## config.mk

```make
export PLATFORM = sky130hd
export DESIGN_NAME = core_inst_ctrl
export DESIGN_NICKNAME = d
export VERILOG_FILES = /design/src/rtl/core_ctrl_pkg.sv /design/src/rtl/phase_cnt.sv /design/src/rtl/core_inst_ctrl.sv
export SDC_FILE = /design/constraint.sdc
export NUM_CORES = 1
export LEC_CHECK = 0
export CORE_MARGIN = 5
export CORE_UTILIZATION = 47
export CTS_CLUSTER_SIZE = 25
export DETAILED_ROUTE_END_ITERATION = 8
export PLACE_DENSITY = 0.85
export SLEW_MARGIN = 20
export SYNTH_ARGS = -nofsm -noshare
export SYNTH_HDL_FRONTEND = slang
export SYNTH_HIERARCHICAL = 1
export SYNTH_SLANG_ARGS = --single-unit
```

## constraint.sdc

```tcl
create_clock -name clk -period 3.22 [get_ports clk]
set_input_delay 0.483 -clock clk [delete_from_list [all_inputs] [get_ports clk]]
set_output_delay 0.483 -clock clk [all_outputs]
set_load 0.01 [all_outputs]
```

## src/rtl/core_ctrl_pkg.sv

```systemverilog
`default_nettype none
// ============================================================================
// core_ctrl_pkg : shared types and inst field map for core_inst_ctrl
// Revision      : 1.0
// ============================================================================
package core_ctrl_pkg;

    typedef enum logic [3:0] {
        S_IDLE, S_QWR, S_KWR, S_KLOAD, S_KGAP,
        S_EXEC, S_DRAIN, S_ACC, S_DIV, S_RDOUT
    } state_t;

    localparam int INST_W = 19;
    localparam int CNT_W  = 5;

    localparam int INST_SFP_DIV  = 18;
    localparam int INST_SFP_ACC  = 17;
    localparam int INST_OFIFO_RD = 16;
    localparam int INST_EXECUTE  = 7;
    localparam int INST_KLOAD    = 6;
    localparam int INST_QMEM_RD  = 5;
    localparam int INST_QMEM_WR  = 4;
    localparam int INST_KMEM_RD  = 3;
    localparam int INST_KMEM_WR  = 2;
    localparam int INST_PMEM_RD  = 1;
    localparam int INST_PMEM_WR  = 0;

    localparam int QK_ADD_LSB   = 12;
    localparam int PMEM_ADD_LSB = 8;

    function automatic logic [INST_W-1:0] ibit(input int idx);
        return INST_W'(1) << idx;
    endfunction

    function automatic logic [INST_W-1:0] add_field(input logic [3:0] a, input int lsb);
        return INST_W'(a) << lsb;
    endfunction

endpackage
`default_nettype wire

```

## src/rtl/phase_cnt.sv

```systemverilog
`default_nettype none
// ============================================================================
// phase_cnt : loadable 5-bit phase counter with clear and terminal-count flag
// Revision  : 1.0
// ============================================================================
module phase_cnt
    import core_ctrl_pkg::*;
(
    input  logic             clk,
    input  logic             reset,
    input  logic             clr,
    input  logic             inc,
    input  logic             load,
    input  logic [CNT_W-1:0] load_val,
    input  logic [CNT_W-1:0] term_val,
    output logic [3:0]       add,
    output logic             tc
);

    logic [CNT_W-1:0] r_cnt;

    always_ff @(posedge clk or negedge reset) begin
        if (!reset) begin
            r_cnt <= '0;
        end else if (clr) begin
            r_cnt <= '0;
        end else if (load) begin
            r_cnt <= load_val;
        end else if (inc) begin
            r_cnt <= r_cnt + 1'b1;
        end
    end

    assign add = r_cnt[3:0];
    assign tc  = (r_cnt == term_val);

endmodule
`default_nettype wire

```

## src/rtl/core_inst_ctrl.sv

```systemverilog
`default_nettype none
// ============================================================================
// core_inst_ctrl : host Q/K intake and inst/mem_in sequencer for one core
// Revision       : 1.0
// ============================================================================
module core_inst_ctrl
    import core_ctrl_pkg::*;
#(
    parameter int          col       = 8,
    parameter int          pr        = 8,
    parameter int          bw        = 8,
    parameter int          len       = 8,
    parameter int unsigned drain_cyc = 16
) (
    input  logic                clk,
    input  logic                reset,
    input  logic                start,
    input  logic [pr*bw-1:0]    in_data,
    input  logic                in_valid,
    output logic                in_ready,
    output logic [INST_W-1:0]   inst,
    output logic [pr*bw-1:0]    mem_in,
    output logic                out_valid,
    output logic [3:0]          out_addr,
    output logic                busy,
    output logic                done
);

    localparam logic [CNT_W-1:0] c_last_vec   = CNT_W'(len - 1);
    localparam logic [CNT_W-1:0] c_drain_last = CNT_W'(drain_cyc - 1);
    localparam logic [3:0]       c_last_row   = 4'(len - 1);

    if (len < 1 || len > 16 || drain_cyc < 1 || col < 1) begin : g_bad_cfg
        $error("core_inst_ctrl: unsupported len/drain_cyc/col");
    end

    state_t           r_state;
    logic [3:0]       w_add;
    logic             w_tc;
    logic             w_hs;
    logic             w_cnt_inc;
    logic             w_cnt_clr;
    logic             w_step_done;
    logic [CNT_W-1:0] w_term;
    logic             w_last_row;

    phase_cnt u_phase_cnt (
        .clk      (clk),
        .reset    (reset),
        .clr      (w_cnt_clr),
        .inc      (w_cnt_inc),
        .load     (1'b0),
        .load_val ('0),
        .term_val (w_term),
        .add      (w_add),
        .tc       (w_tc)
    );

    assign in_ready   = (r_state == S_QWR) || (r_state == S_KWR);
    assign w_last_row = inst[INST_PMEM_RD] && (inst[PMEM_ADD_LSB +: 4] == c_last_row);

    // Write phases only advance on a handshake; every other phase counts each cycle.
    always_comb begin
        w_hs        = in_ready & in_valid;
        w_term      = (r_state == S_DRAIN) ? c_drain_last : c_last_vec;
        w_cnt_inc   = 1'b1;
        w_step_done = w_tc;
        case (r_state)
            S_IDLE: begin
                w_cnt_inc   = 1'b0;
                w_step_done = start;
            end
            S_QWR, S_KWR: begin
                w_cnt_inc   = w_hs;
                w_step_done = w_hs & w_tc;
            end
            S_KGAP: begin
                w_cnt_inc   = 1'b0;
                w_step_done = 1'b1;
            end
            default: ;
        endcase
        w_cnt_clr = w_step_done;
    end

    always_ff @(posedge clk or negedge reset) begin
        if (!reset) begin
            r_state   <= S_IDLE;
            inst      <= '0;
            mem_in    <= '0;
            out_valid <= 1'b0;
            out_addr  <= '0;
            busy      <= 1'b0;
            done      <= 1'b0;
        end else begin
            inst      <= '0;
            out_valid <= inst[INST_PMEM_RD];
            out_addr  <= inst[PMEM_ADD_LSB +: 4];
            done      <= w_last_row;
            if (w_last_row) busy <= 1'b0;
            case (r_state)
                S_IDLE: if (start) begin
                    r_state <= S_QWR;
                    busy    <= 1'b1;
                end
                S_QWR: begin
                    if (w_hs) begin
                        inst   <= ibit(INST_QMEM_WR) | add_field(w_add, QK_ADD_LSB);
                        mem_in <= in_data;
                    end
                    if (w_step_done) r_state <= S_KWR;
                end
                S_KWR: begin
                    if (w_hs) begin
                        inst   <= ibit(INST_KMEM_WR) | add_field(w_add, QK_ADD_LSB);
                        mem_in <= in_data;
                    end
                    if (w_step_done) r_state <= S_KLOAD;
                end
                S_KLOAD: begin
                    inst <= ibit(INST_KMEM_RD) | ibit(INST_KLOAD) | add_field(w_add, QK_ADD_LSB);
                    if (w_step_done) r_state <= S_KGAP;
                end
                S_KGAP: r_state <= S_EXEC;
                S_EXEC: begin
                    inst <= ibit(INST_EXECUTE) | ibit(INST_QMEM_RD) | add_field(w_add, QK_ADD_LSB);
                    if (w_step_done) r_state <= S_DRAIN;
                end
                S_DRAIN: if (w_step_done) r_state <= S_ACC;
                S_ACC: begin
                    inst <= ibit(INST_SFP_ACC) | ibit(INST_OFIFO_RD);
                    if (w_step_done) r_state <= S_DIV;
                end
                S_DIV: begin
                    inst <= ibit(INST_SFP_DIV) | ibit(INST_PMEM_WR) | add_field(w_add, PMEM_ADD_LSB);
                    if (w_step_done) r_state <= S_RDOUT;
                end
                S_RDOUT: begin
                    inst <= ibit(INST_PMEM_RD) | add_field(w_add, PMEM_ADD_LSB);
                    if (w_step_done) r_state <= S_IDLE;
                end
                default: r_state <= S_IDLE;
            endcase
        end
    end

endmodule
`default_nettype wire

```

==> results.cfg <==
[place]
numPlacedInstances = 523
io_buffers = 158
dp_hpwl_mm = 7.34
place.gp.congestion = 0.875
pre_cts_slack_ns = 0.864

[clock_tree]
cts_buffer_depth = 2
cts_inserted_buffers = 9
clockRootBuffer = clkbuf_8
cts_tree = yes
cts.repair.resized = 0
htree_levels = 3
clk_latency_ns = 0.35
cts.reportedPaths.clkPinSlew_ns = 0.09
cts_sinks = 95
post-cts-setup-buffer-count = 0
postCtsHoldBufs = 0

[sta]
unrepaired_setup_endpoints_after_global_routing = no
number_of_endpoints_failing_setup_at_the_final_stage = 0
final_critical_path_setup_slack_ns = 0.766
period_share = 0.762
fin_crit_ns = 2.45
fmaxAchievable_mhz = 407
worst-slew-pin-transition_ns = 0.532
hold_viol_final = 0
maxSlewViolCount = 0
final.setup.tns_ns = 0
fin_hold_ws_ns = 0.0439
max_slew_margin = 0.646
worst_case_clock_skew_ns = 0.0127

[flow_run]
max-cap-violations = 0

[finish]
filler_free_cell_count_of_the_finished_design = 539
num-nets-final = 498
antennaDiodeCount = 0
sequential_cell_area_um2 = 2380
flow.area_growth_from_synthesis_pct = 44.8
final_layout_size_suffix_gt1_frac = 0.210
multi_input_combinational_cell_area_um2 = 1520
layout.filler_cells = 538

[synthesis]
postSynthAreaPerCell_um2 = 15.1
netlist_cell_types = 38
synth-edff-count = 0
synth.top_cells.by_area = dfrtp_1 59%, mux2_4 22%, buf_4 1.7%, buf_6 1.7%, xnor2_1 1.3%
synthArstFlopShare = 1.00
synth.ff_latch_count = 95
flip_flop_cell_with_the_highest_count_after_synthesis = dfrtp_1
synth-seq-area-share = 0.587
synth.yosys.warnings = 6
synth_largest_area_cell = dfrtp_1
yosys-top-cells-count = 95 x dfrtp_1, 60 x mux2_4, 13 x nor2_1
post_synthesis_cell_area_um2 = 4050
postSynthCellCount = 268
yosysMostFrequentCell = dfrtp_1
netlist.area_leader.share = 0.587

[global_routing]
overflow = 0
grt_start_max_net_pins = 34
grt_usage = 0.186
grt_antenna_before_repair = 0
number_of_global_route_vias_before_repair = 2772
grt_pass1_wl_mm = 15.0

[power]
power_leakage_nw = 2.64
power.total_w = 0.00589
irDropWorstVdd_mv = 0.441
power_density_nw_per_um2 = 1000

[detailed_routing]
wl_per_cell_um = 17.9
routed-via-count = 2638
drt_wl_total_mm = 9.66
drt-pass1-iter-count = 4
antenna_violating_nets_post_route = 0
detail_route.drc_violations = 0
routed_via_density = 4.89
drt_first_iter_violations = 75

[critical_path]
critPathArrivalTime_ns = 1.97
crit_path_end_kind = output port
critPathMaxFanout = 17
critPathKind = flip-flop to output port
critPathRequiredTime_ns = 2.74
startpoint_type = flip-flop

[floorplan]
die-width_um = 103
die-height_um = 103
io_pins = 159
starting_density_of_the_core = 0.488
fp_rows = 33
dieArea_um2 = 10600
core_area_um2 = 8300

[hold_path]
hold_class = input port to asynchronous set/reset pin

[status]
run_status = completed
metrics by stage:
stage,area [um^2],util
after floorplan,4080,-
after global placement,5670,0.683
after detailed placement,5670,0.683
after CTS,5860,0.706
after global routing,5860,0.706
final,5860,0.706
sequential cells by signal, summed over array words and instances (netlist names):
signal,cells
out_valid,1
inst,15
out_addr,4
busy,1
mem_in,64
r_state,4
u_phase_cnt/r_cnt,5
done,1
worst max-delay path, cell delays in order (launching register included):
cell and delay, ns:
dfrtp_1 0.69, xor2_2 0.24, and2_1 0.15, clkdlybuf4s50_1 0.54
final timing paths:
path                            startpoint          end  slack (ns)  depth (start not counted)
worst min-delay path                 reset   mem_in[48]        0.04                          1
worst min register to register     inst[9]  out_addr[1]        0.41                          0
min in group clk                   inst[9]  out_addr[1]        0.41                          0
worst max-delay path            r_state[1]     in_ready        0.77                          3
max in group asynchronous            reset   mem_in[13]        2.41                          2
worst max register to register  r_state[3]   r_state[0]        0.79                          8
per-layer routing:
metal  vias to the layer above  part of all wire  GRT usage
met1                      1290              0.42      0.239
met2                       120              0.49      0.315
li1                       1217                 -          -
met4                         0            0.0097     0.0508
met5                         -                 0          0
met3                        11             0.086     0.0487
layout make-up:
class	count	area share
inverter	5	0.00320
sequential	95	0.405
multi-input combinational	155	0.259
clock inverter	6	0.0120
clock buffer	10	0.0218
tap	105	0.0224
timing repair buffer	163	0.276
kinds of logic after synthesis:
group,after synthesis,share of synthesized area
flip-flops,95,0.587
adder cells (fa/ha/maj),1,0.00309
multiplexers,67,0.241
other,2,0.00185
XOR/XNOR,11,0.0256
buffers and inverters,26,0.0445
AND/OR/NAND/NOR,47,0.0627
AO/OA/AOI/OAI,19,0.0337
power by group:
group          switching [W]  internal, W  total (W)
Clock               0.000420     0.000363   0.000783
Combinational        0.00109      0.00189    0.00298
Sequential          0.000387      0.00173    0.00212
cell usage in the layout, fill, tap and decap left out, types with 2 or more instances in the layout:
cell | Yosys | routed
a21oi_1 | 5 | 5
and2_1 | 5 | 5
and3_1 | 4 | 4
buf_4 | 9 | 6
clkbuf_8 | 0 | 9
clkdlybuf4s50_1 | 0 | 157
clkinvlp_4 | 0 | 3
conb_1 | 2 | 10
dfrtp_1 | 95 | 95
inv_1 | 5 | 5
mux2_2 | 4 | 4
mux2_4 | 60 | 60
mux2i_1 | 2 | 2
nand2_1 | 6 | 6
nand2b_1 | 5 | 5
nand3_1 | 3 | 3
nand4_1 | 2 | 2
nor2_1 | 13 | 13
nor3_1 | 4 | 4
o21a_1 | 3 | 3
o21ai_0 | 4 | 4
xnor2_1 | 6 | 6
xor2_1 | 4 | 4
No activity file was read; power rests on OpenSTA's default activity.
